### src/rtl/char_glyph_rom.sv
// Character glyph responder: 11-glyph 8x16 font RAM, default-font loader after reset,
// runtime font rewrites, upscaled pixel lookup with one-cycle latency and colon blinking.
module char_glyph_rom #(
  parameter int CHAR_W       = 128,
  parameter int DOT_W        = 32,
  parameter int HIGHT        = 128,
  parameter int GLYPH_W      = 8,
  parameter int GLYPH_H      = 16,
  parameter int BLINK_CYCLES = 25000000
) (
  input  logic       clk,
  input  logic       rst,
  input  logic [3:0] char_num,
  input  logic [9:0] char_x_loc,
  input  logic [9:0] char_y_loc,
  input  logic       char_data_req,
  output logic       char_data,
  input  logic       colon_blink,
  input  logic       font_wr_en,
  input  logic [7:0] font_wr_addr,
  input  logic [7:0] font_wr_data,
  output logic       font_busy
);

  localparam int NUM_GLYPHS = 11;
  localparam int FONT_DEPTH = NUM_GLYPHS * GLYPH_H;
  localparam int DIG_SH     = $clog2(CHAR_W / GLYPH_W);
  localparam int DOT_SH     = $clog2(DOT_W / GLYPH_W);
  localparam int ROW_SH     = $clog2(HIGHT / GLYPH_H);
  localparam int CW         = $clog2(GLYPH_W);
  localparam int RW         = $clog2(GLYPH_H);
  localparam int BW         = (BLINK_CYCLES > 1) ? $clog2(BLINK_CYCLES) : 1;

  typedef enum logic [0:0] {
    ST_INIT = 1'b0,
    ST_RUN  = 1'b1
  } state_t;

  state_t          state_q;
  logic [7:0]      init_ptr_q;
  logic            font_busy_q;
  logic [BW-1:0]   blink_cnt_q;
  logic            blink_phase_q;
  logic            char_data_q;
  logic [7:0]      font_mem [0:FONT_DEPTH-1];

  logic            wr_en_s;
  logic [7:0]      wr_addr_s;
  logic [7:0]      wr_data_s;
  logic            is_colon_s;
  logic            x_ok_s;
  logic            y_ok_s;
  logic            hit_s;
  logic [CW-1:0]   col_s;
  logic [CW-1:0]   bit_idx_s;
  logic [RW-1:0]   row_s;
  logic [7:0]      rd_addr_s;

  // Segment set per digit is {a,b,c,d,e,f,g}; column c maps to bit 7-c.
  function automatic logic [7:0] default_row(input logic [3:0] glyph, input logic [3:0] row);
    logic [6:0] seg;
    logic [7:0] r;
    case (glyph)
      4'd0:    seg = 7'b1111110;
      4'd1:    seg = 7'b0110000;
      4'd2:    seg = 7'b1101101;
      4'd3:    seg = 7'b1111001;
      4'd4:    seg = 7'b0110011;
      4'd5:    seg = 7'b1011011;
      4'd6:    seg = 7'b1011111;
      4'd7:    seg = 7'b1110000;
      4'd8:    seg = 7'b1111111;
      4'd9:    seg = 7'b1111011;
      default: seg = 7'b0000000;
    endcase
    r = 8'h00;
    if (glyph == 4'd10) begin
      r = (row == 4'd4 || row == 4'd5 || row == 4'd10 || row == 4'd11) ? 8'h18 : 8'h00;
    end else begin
      r = r | ((seg[6] && row == 4'd1) ? 8'h7E : 8'h00);
      r = r | ((seg[0] && (row == 4'd7 || row == 4'd8)) ? 8'h7E : 8'h00);
      r = r | ((seg[3] && row == 4'd14) ? 8'h7E : 8'h00);
      r = r | ((seg[1] && row >= 4'd1 && row <= 4'd7) ? 8'h40 : 8'h00);
      r = r | ((seg[5] && row >= 4'd1 && row <= 4'd7) ? 8'h02 : 8'h00);
      r = r | ((seg[2] && row >= 4'd8 && row <= 4'd14) ? 8'h40 : 8'h00);
      r = r | ((seg[4] && row >= 4'd8 && row <= 4'd14) ? 8'h02 : 8'h00);
    end
    return r;
  endfunction

  // Single write port shared by the default-font loader and runtime rewrites.
  always_comb begin
    wr_en_s   = 1'b0;
    wr_addr_s = 8'h00;
    wr_data_s = 8'h00;
    if (rst) begin
      wr_en_s = 1'b0;
    end else if (state_q == ST_INIT) begin
      wr_en_s   = 1'b1;
      wr_addr_s = init_ptr_q;
      wr_data_s = default_row(init_ptr_q[7:4], init_ptr_q[3:0]);
    end else if (font_wr_en && (font_wr_addr[7:4] <= 4'd10)) begin
      wr_en_s   = 1'b1;
      wr_addr_s = font_wr_addr;
      wr_data_s = font_wr_data;
    end else begin
      wr_en_s = 1'b0;
    end
  end

  // Pixel lookup decode: scale screen coordinates down to font row/column.
  always_comb begin
    is_colon_s = (char_num == 4'd10);
    x_ok_s     = is_colon_s ? ({1'b0, char_x_loc} < 11'(DOT_W))
                            : ({1'b0, char_x_loc} < 11'(CHAR_W));
    y_ok_s     = ({1'b0, char_y_loc} < 11'(HIGHT));
    col_s      = is_colon_s ? CW'(char_x_loc >> DOT_SH) : CW'(char_x_loc >> DIG_SH);
    bit_idx_s  = ~col_s;
    row_s      = RW'(char_y_loc >> ROW_SH);
    rd_addr_s  = {char_num, row_s};
    hit_s      = (state_q == ST_RUN) && char_data_req && (char_num <= 4'd10) &&
                 x_ok_s && y_ok_s && !(is_colon_s && colon_blink && !blink_phase_q);
  end

  // Font RAM write port.
  always_ff @(posedge clk) begin
    if (wr_en_s) begin
      font_mem[wr_addr_s] <= wr_data_s;
    end
  end

  // Synchronous read port; the same-edge write is not yet visible (read-before-write).
  always_ff @(posedge clk) begin
    if (rst) begin
      char_data_q <= 1'b0;
    end else begin
      char_data_q <= hit_s ? font_mem[rd_addr_s][bit_idx_s] : 1'b0;
    end
  end

  // Controller: font initialisation sequence, then free-running blink timer.
  always_ff @(posedge clk) begin
    if (rst) begin
      state_q       <= ST_INIT;
      init_ptr_q    <= 8'd0;
      font_busy_q   <= 1'b1;
      blink_cnt_q   <= '0;
      blink_phase_q <= 1'b1;
    end else begin
      case (state_q)
        ST_INIT: begin
          init_ptr_q <= init_ptr_q + 8'd1;
          if (init_ptr_q == 8'(FONT_DEPTH - 1)) begin
            state_q     <= ST_RUN;
            font_busy_q <= 1'b0;
          end
        end
        ST_RUN: begin
          if (blink_cnt_q == BW'(BLINK_CYCLES - 1)) begin
            blink_cnt_q   <= '0;
            blink_phase_q <= ~blink_phase_q;
          end else begin
            blink_cnt_q <= blink_cnt_q + {{(BW-1){1'b0}}, 1'b1};
          end
        end
        default: begin
          state_q     <= ST_INIT;
          init_ptr_q  <= 8'd0;
          font_busy_q <= 1'b1;
        end
      endcase
    end
  end

  assign char_data = char_data_q;
  assign font_busy = font_busy_q;

endmodule

### config.mk
export PLATFORM = sky130hd
export DESIGN_NAME = char_glyph_rom
export DESIGN_NICKNAME = d
export VERILOG_FILES = /design/src/rtl/char_glyph_rom.sv
export SDC_FILE = /design/constraint.sdc
export NUM_CORES = 1
export LEC_CHECK = 0
export ABC_CLOCK_PERIOD_IN_PS = 16700
export BUFFER_PORTS_ARGS = -buffer_cell sky130_fd_sc_hd__clkbuf_2
export CAP_MARGIN = 20
export CORE_MARGIN = 2
export CORE_UTILIZATION = 50
export DETAILED_ROUTE_END_ITERATION = 8
export PLACE_DENSITY = 0.62
export SLEW_MARGIN = 30
export SYNTH_ARGS = -nofsm -noshare
export SYNTH_HDL_FRONTEND = slang
export SYNTH_SLANG_ARGS = --single-unit
### constraint.sdc
create_clock -name clk -period 16.7 [get_ports clk]
set_input_delay 4.175 -clock clk [delete_from_list [all_inputs] [get_ports clk]]
set_output_delay 4.175 -clock clk [all_outputs]
set_load 0.01 [all_outputs]
==> summary.md, run 1 <==
| Metric | Value |
|---|---|
| Critical path startpoint category | `input port` |
| Syn Inst Count | `roughly 2900` |
| H-tree level count | `4` |
| Port Buf Inserts | `41` |
| Hold Crit Class | `register to register` |
| Vias/cell | `6.34` |
| Adder-Cell Fraction of Synth Area | `0.00261` |
| Max stage delay cell, worst path | `buf_4` |
| Total Routing Usage GR | `0.253` |
| Vias after detailed routing | `29400` |
| Routed Antenna Nets | `0` |
| Max IR drop VDD | `0.0000913 V` |
| Pin count of the biggest net entering global routing | `177` |
| Setup WS post-layout | `roughly 8.5 ns` |
| Hold_sp | `font_busy` |
| Detailed Place HPWL | `90.6 mm` |
| Clock Sinks | `1452` |
| Worst Path Buf+Inv | `3` |
| Clk_skew | `approximately 0.022 ns` |
| Die footprint | `~120000 µm²` |
| Ys Warns | `0` |
| Fin nets | `just over 3000` |
| Sequential share of power | `0.528` |
| FF-to-FF End | `font_mem[23][4]` |
| Dpl ws | `7.49 ns` |
| Chip Width | `around 340 µm` |
| Sw Ratio | `0.213` |
| R2R cell count | `6` |
| Int Power | `~6000 µW` |
| Wire per inst | `31.8 µm` |
| Logic pwr share | `0.049` |
| # hold bufs at CTS | `0` |
| Mux cell area share after synthesis | `0.149` |
| Cell area after synthesis | `57500 µm²` |
| CP Capture Type | `register` |
| Die Ht | `343 µm` |
| Fmax | `122 MHz` |
| Worst Hold Slack | `0.472 ns` |
| Post-synth EDFFs | `1408` |
| Bufs on Longest Clock Path | `3` |
| 1st-pass router iterations | `6` |
| CTS root buf | `clkbuf_16` |
| Slew HR | `0.223` |
| DRC errors left | `0` |
| Initial antenna violation count | `5` |
| PD cells | `119 nW/µm²` |
| Top_reg_cell synth | `edfxtp_1` |
| Final hold viol count | `0` |
| Worst Path Class, Setup | `input port to register` |
| WP data required | `about 17 ns` |
| Dpl cells | `4372` |
| Setup TNS | `0 ns` |
| Post-Synth Simple-Gate Area | `0.0404` |
| Synth Area in XOR/XNOR | `0.00396` |
| Reg2Reg Setup Slack | `12.01 ns` |
| Status | `complete, no violations` |
| Overall Power | `7600 µW` |
| I/O pin total | `47` |
| Largest stage delay, worst path | `0.77 ns` |
| Worst-Margin Slew | `1.17 ns` |
| P&R area growth vs syn | `11.3%` |
| Lkg Pwr | `between 0.02 and 0.025 µW` |
| First-pass GRT wire length | `211 mm` |
| Setup Buffers After CTS | `0` |
| Synth Area in Compound Gates | `0.0338` |
| Tmin final | `8.22 ns` |
| Core Area | `approximately 110000 µm²` |
| Post-synth ARST share | `0` |
| Arrival @ worst endpoint | `8.83 ns` |
| TritonCTS Buffers | `148` |
| CP Cell Sequence | `buf_8 -> buf_4 -> buf_4 -> nor2b_1 -> o2bb2ai_1 -> a2111oi_0 -> a21oi_1 -> nor4_1 -> o32ai_1 -> a311oi_1 -> a311oi_1` |
| Syn Nets | `2979` |
| Clk pin slew, worst setup/hold paths | `about 0.06 ns` |
| Resized Gates After CTS | `0` |
| Vias in the first global route | `29700` |
| Syn avg cell area | `19.7 µm²` |
| Largest delay share family, worst path | `buffers and inverters` |
| Largest family of logic cells by synthesized area | `multiplexers` |
| Row Count | `124` |
| Post-route clock period utilization | `0.492` |
| Max-cap violations | `0` |
| Max Slew Vio Count | `0` |
| Clk network pwr share | `0.422` |
| Register bit total from synthesis | `~1500` |
| Sequential area share after synthesis | `0.750` |
| Hold path depth | `1` |
| Non-filler instance count after layout | `4642` |
| Clock latency on the worst-skew pair | `about 0.75 ns` |
| Crit Path Max Fanout | `83` |
| FF-to-FF Start | `state_q` |
| Worst-case hold path end point | `font_busy` |
| RePlAce Congestion | `0.845` |
| Final wirelength | `148 mm` |
| Distinct cells, synth | `66` |
| Switching pwr | `between 1500 and 2000 µW` |
| Setup violations, final | `0` |
| First DRT Iteration DRCs | `3763` |
| RSZ-0062 raised after global routing | `false` |
| GRT overflow | `0` |
| TritonCTS clock tree | `built` |
| Share of cells above drive strength 1 | `0.221` |
| Initial Util | `0.504` |
[metrics by stage]
stage	util	instance area [µm²]
5_1_grt	0.561	64100
3_3_place_gp	0.519	59200
2_1_floorplan	-	57500
4_1_cts	0.560	64000
6_report	0.561	64100
3_5_place_dp	0.519	59300
[power by group through the flow]
stage          Combinational [µW]  Sequential [µW]  Clock [µW]
2_1_floorplan                 226             4110           0
3_3_place_gp                  362             4090           0
3_5_place_dp                  373             4090           0
5_1_grt                       394             4010        3390
4_1_cts                       374             4020        3250
6_report                      375             4020        3210
[state kept, by name, summed over array words and instances (netlist names), named ones only]
| register | count |
|---|---|
| font_mem | 1408 |
| blink_cnt_q | 25 |
| init_ptr_q | 8 |
| blink_phase_q | 1 |
| char_data | 1 |
| font_busy | 1 |
| state_q | 1 |
[routing by layer]
| layer | vias up | share of wire | global-route usage |
|---|---|---|---|
| met1 | 15600 | 0.39 | 0.349 |
| met4 | 6 | 0.035 | 0.0872 |
| li1 | 12200 | - | - |
| met3 | 264 | 0.094 | 0.0608 |
| met5 | - | 0.00024 | 0 |
| met2 | 1440 | 0.48 | 0.400 |
[synthesized netlist by cell type, drive strengths merged (15+ instances only)]
cell / count / area (µm²)
a21oi: 57 / 285
a22oi: 76 / 571
buf: 91 / 757
clkbuf: 81 / 304
dfxtp: 44 / 881
edfxtp: 1408 / 42300
inv: 22 / 82.6
mux2: 19 / 214
mux2i: 100 / 1000
mux4: 327 / 7360
nand2: 101 / 379
nand3: 31 / 155
nand4: 16 / 100
nor2: 249 / 937
nor2b: 21 / 131
nor3: 25 / 125
nor4: 15 / 93.8
o21ai: 24 / 120
xor2: 19 / 166
[worst max-delay path by stage]
stage / from / to / slack, ns / depth (start not counted)
finish: char_y_loc[4] / char_data / 8.48 / 11
global route: char_y_loc[4] / char_data / 8.16 / 11
CTS: char_y_loc[3] / char_data / 8.28 / 10
detailed placement: char_y_loc[3] / char_data / 7.49 / 10
global placement: char_y_loc[3] / char_data / 7.50 / 10
floorplan: font_wr_addr[5] / font_mem[0][1] / 3.05 / 6
[area by class of cell]
cell class	count	area [µm²]
Clock buffer	187	3960
Multi-Input combinational cell	1276	13300
Clock inverter	80	742
Tap cell	1512	1890
Antenna cell	1	2.50
Timing Repair Buffer	112	873
Inverter	22	82.6
Fill cell	8601	50100
Sequential cell	1452	43200
[cells in the final DEF, fill, tap and decap left out, types with 6 or more instances in the layout]
cell / synthesis / final
clkbuf_16: 0 / 153
a31oi_1: 8 / 8
edfxtp_1: 1408 / 1408
nand2_1: 101 / 101
and2_1: 10 / 8
clkinv_1: 0 / 32
nand4_1: 16 / 16
or3_1: 8 / 8
mux4_2: 327 / 327
dfxtp_1: 44 / 43
bufinv_16: 0 / 11
o21ai_0: 24 / 24
buf_6: 27 / 6
buf_4: 17 / 60
inv_1: 22 / 19
mux2i_1: 100 / 100
a21o_1: 7 / 7
xnor2_1: 7 / 7
ha_1: 12 / 12
nor4_1: 15 / 14
or2_2: 8 / 8
o22ai_1: 8 / 8
clkbuf_1: 81 / 34
nand3_1: 31 / 31
a21oi_1: 57 / 53
a211oi_1: 11 / 11
clkinv_2: 0 / 21
nor2_1: 248 / 245
o221ai_1: 12 / 12
clkbuf_2: 0 / 37
nor2b_1: 21 / 18
mux2_2: 19 / 19
nand2b_1: 13 / 13
a221oi_1: 11 / 9
o211ai_1: 6 / 6
a22oi_1: 76 / 76
and3_1: 10 / 10
nor3_1: 25 / 25
xor2_1: 19 / 19
[worst register-to-register path, stage by stage (launching register included)]
cell and delay, ns:
dfxtp_2 0.94, nand2_1 0.38, nand2b_1 0.56, nor2_1 0.14, a21oi_1 0.68, nand2_1 0.65
nor2_1 0.94
[logic make-up (layout without fill, tap and decap cells)]
group	after synthesis	after routing
flip-flops	1452	1452
AND/OR/NAND/NOR	518	518
multiplexers	446	446
AO/OA/AOI/OAI	274	274
buffers and inverters	194	401
XOR/XNOR	26	26
adder cells (fa/ha/maj)	12	12
other	0	1
(Power assumes the default switching activity.)
==> run 2: changes to the inputs <==
--- a/config.mk
+++ b/config.mk
@@ -5,13 +5,14 @@
 export SDC_FILE = /design/constraint.sdc
 export NUM_CORES = 1
 export LEC_CHECK = 0
-export ABC_CLOCK_PERIOD_IN_PS = 16700
+export ABC_AREA = 1
+export ABC_CLOCK_PERIOD_IN_PS = 7000
 export BUFFER_PORTS_ARGS = -buffer_cell sky130_fd_sc_hd__clkbuf_2
 export CAP_MARGIN = 20
 export CORE_MARGIN = 2
 export CORE_UTILIZATION = 50
 export DETAILED_ROUTE_END_ITERATION = 8
-export PLACE_DENSITY = 0.62
+export PLACE_DENSITY = 0.65
 export SLEW_MARGIN = 30
 export SYNTH_ARGS = -nofsm -noshare
 export SYNTH_HDL_FRONTEND = slang
==> constraint.sdc (replaced) <==
create_clock -name clk -period 7 [get_ports clk]
set_input_delay 1.75 -clock clk [delete_from_list [all_inputs] [get_ports clk]]
set_output_delay 1.75 -clock clk [all_outputs]
set_load 0.01 [all_outputs]
==> run 2 against run 1 <==
Sequential share of layout area is 1.7 points lower. Clock skew up 0.0024 ns. Die area up 3.8%. Clock power is 140% higher. Critical path type unchanged. Largest cell class unchanged.
==> summary.md, run 2 <==
| Metric | Value |
|---|---|
| Switching pwr | `4030 µW` |
| GRT overflow | `0` |
| Sequential share of power | `0.526` |
| Resized Gates After CTS | `0` |
| Largest regs | `font_mem (1408), blink_cnt_q (25), init_ptr_q (8)` |
| Die footprint | `122000 µm²` |
| Max IR drop VDD | `0.000196 V` |
| Sequential area share after synthesis | `0.723` |
| Count leader, synth | `edfxtp_1` |
| Int Power | `14200 µW` |
| Non-filler instance count after layout | `about 6700` |
| RSZ-0062 raised after global routing | `false` |
| Chip Width | `~350 µm` |
| Row Count | `126` |
| TritonCTS clock tree | `built` |
| Crit Path Max Fanout | `20` |
| CP Capture Type | `register` |
| Worst Path Class, Setup | `input port to register` |
| Crit path launch | `rst` |
| Clk pin slew, worst setup/hold paths | `around 0.06 ns` |
| Core Area | `118000 µm²` |
| Initial antenna violation count | `0` |
| TritonCTS Buffers | `148` |
| Post-synth EDFFs | `1408` |
| Largest cells by area after synthesis | `edfxtp_1, nand3_1, nand2_1` |
| P&R area growth vs syn | `9.95%` |
| Synth area leader | `edfxtp_1` |
| Clock latency on the worst-skew pair | `0.75 ns` |
| First-pass GRT wire length | `224 mm` |
| Overall Power | `18200 µW` |
| Critical path startpoint category | `input port` |
| Fin nets | `slightly above 5000` |
| Lkg Pwr | `0.0230 µW` |
| 1st-pass router iterations | `6` |
| Worst Hold Slack | `0.472 ns` |
| Final wirelength | `149 mm` |
| DRC errors left | `0` |
| Initial Util | `0.505` |
| Max Slew Vio Count | `0` |
| Dpl cells | `6434` |
| Multi-input gate area | `14600 µm²` |
| Design Area, Final | `65700 µm²` |
| First DRT Iteration DRCs | `4516` |
| Sw Ratio | `0.221` |
| Hold path depth | `2` |
| Bufs on Longest Clock Path | `3` |
| Syn Nets | `slightly above 5000` |
| Distinct cells, synth | `44` |
| Vias after detailed routing | `slightly below 40000` |
| Post-synth ARST share | `0` |
| Register bit total from synthesis | `1452` |
| Arrival @ worst endpoint | `5.00 ns` |
| Clk network pwr share | `0.417` |
| RePlAce Congestion | `0.860` |
| Tmin final | `4.63 ns` |
| Top_reg_cell synth | `edfxtp_1` |
| Fmax | `216 MHz` |
| Reg2Reg Setup Slack | `2.66 ns` |
| Clk_skew | `around 0.024 ns` |
| Top-area cell type share of the netlist area | `0.708` |
| Pin count of the biggest net entering global routing | `a little under 200` |
| Die Ht | `350 µm` |
| Status | `complete, no violations` |
| Detailed Place HPWL | `81.8 mm` |
| Final hold viol count | `0` |
| Max-cap violations | `0` |
| Vias in the first global route | `around 36000` |
| Hold Crit Class | `register to register` |
| Total placed instance area | `between 60000 and 70000 µm²` |
| Most common cell after layout, fill and taps aside | `edfxtp_1` |
| PD cells | `278 nW/µm²` |
| Ys Warns | `0` |
| Slew HR | `0.307` |
| Worst-Margin Slew | `1.04 ns` |
| Setup WS post-layout | `approximately 2.4 ns` |
| Hold_sp | `blink_cnt_q[7]` |
| Reg with most FFs | `font_mem` |
| Syn Inst Count | `5126` |
| I/O pin total | `between 40 and 50` |
| Cell area after synthesis | `59700 µm²` |
| Post-route clock period utilization | `0.661` |
| Syn avg cell area | `about 12 µm²` |
| Port Buf Inserts | `41` |
| H-tree level count | `4` |
| Commonest non-fill, non-tap cells in the layout | `edfxtp_1, nand2_1, nand3_1` |
| R2R cell count | `8` |
| Wire per inst | `22.2 µm` |
| Top cells by instance count after synthesis | `edfxtp_1, nand2_1, nand3_1, nor2_1, buf_2` |
| Antenna cells | `0` |
| Routed Antenna Nets | `0` |
| # hold bufs at CTS | `0` |
| Setup violations, final | `0` |
| Dpl ws | `1.73 ns` |
| Clock Sinks | `1452` |
| Max reg flops | `around 1400` |
| Setup Buffers After CTS | `0` |
| FF+latch area | `43200 µm²` |
| Vias/cell | `between 5 and 6` |
| Share of cells above drive strength 1 | `0.0678` |
| Total Routing Usage GR | `0.243` |
| WP data required | `roughly 7.4 ns` |
| Logic pwr share | `0.058` |
| Fillers | `9657` |
| CTS root buf | `clkbuf_16` |
| FF-to-FF Start | `state_q` |
==> run 2: cell families after synthesis <==
kind of cell	Yosys count	share of synthesized area
compound gates	352	0.0343
xor+xnor	2	0.000293
buf+inv	432	0.0345
simple gates	2876	0.206
flops	1452	0.723
fa+ha+maj	12	0.00251
==> run 2: final cells by class <==
| class | count | share of cell area |
|---|---|---|
| clock buffers | 180 | 0.0600 |
| clock inverters | 82 | 0.0107 |
| inverters | 95 | 0.00608 |
| multi-input cells | 3242 | 0.222 |
| flip-flops and latches | 1452 | 0.657 |
| well taps | 1536 | 0.0293 |
| repair buffers | 110 | 0.0151 |
==> run 2: power groups by stage <==
stage	sequential (µW)	combinational, µW	clock (µW)
after floorplan	9780	658	0
after global placement	9760	1030	0
after detailed placement	9760	1040	0
after CTS	9580	1050	7690
after global routing	9570	1140	8020
final	9580	1050	7600
==> run 2: per-layer routing <==
layer / track usage / up-vias / wire [µm]
li1: - / 18100 / -
met1: 0.344 / 18700 / 62300
met2: 0.387 / 1490 / 70400
met3: 0.0333 / 273 / 10900
met4: 0.0874 / 0 / 5100
met5: 0 / - / 0
==> run 2: critical path, cell delays in order <==
cell and delay (ns):
clkbuf_2 0.29, nor2_1 0.58, o22ai_1 0.31, nor2_1 0.25
inv_1 0.09, nor2_1 0.17, nand2_1 0.63, nor2_1 0.89
==> run 2: final timing paths <==
check / endpoint
worst max-delay path: font_mem[101][0]
worst min-delay path: blink_cnt_q[7]
worst max register to register: font_mem[101][0]
worst min register to register: blink_cnt_q[7]
==> run 2: per-stage QoR <==
step / TNS [ns] / utilization
global placement: 0 / 0.516
CTS: 0 / 0.555
floorplan: -371.73 / -
detailed placement: 0 / 0.516
global route: 0 / 0.555
finish: 0 / 0.555
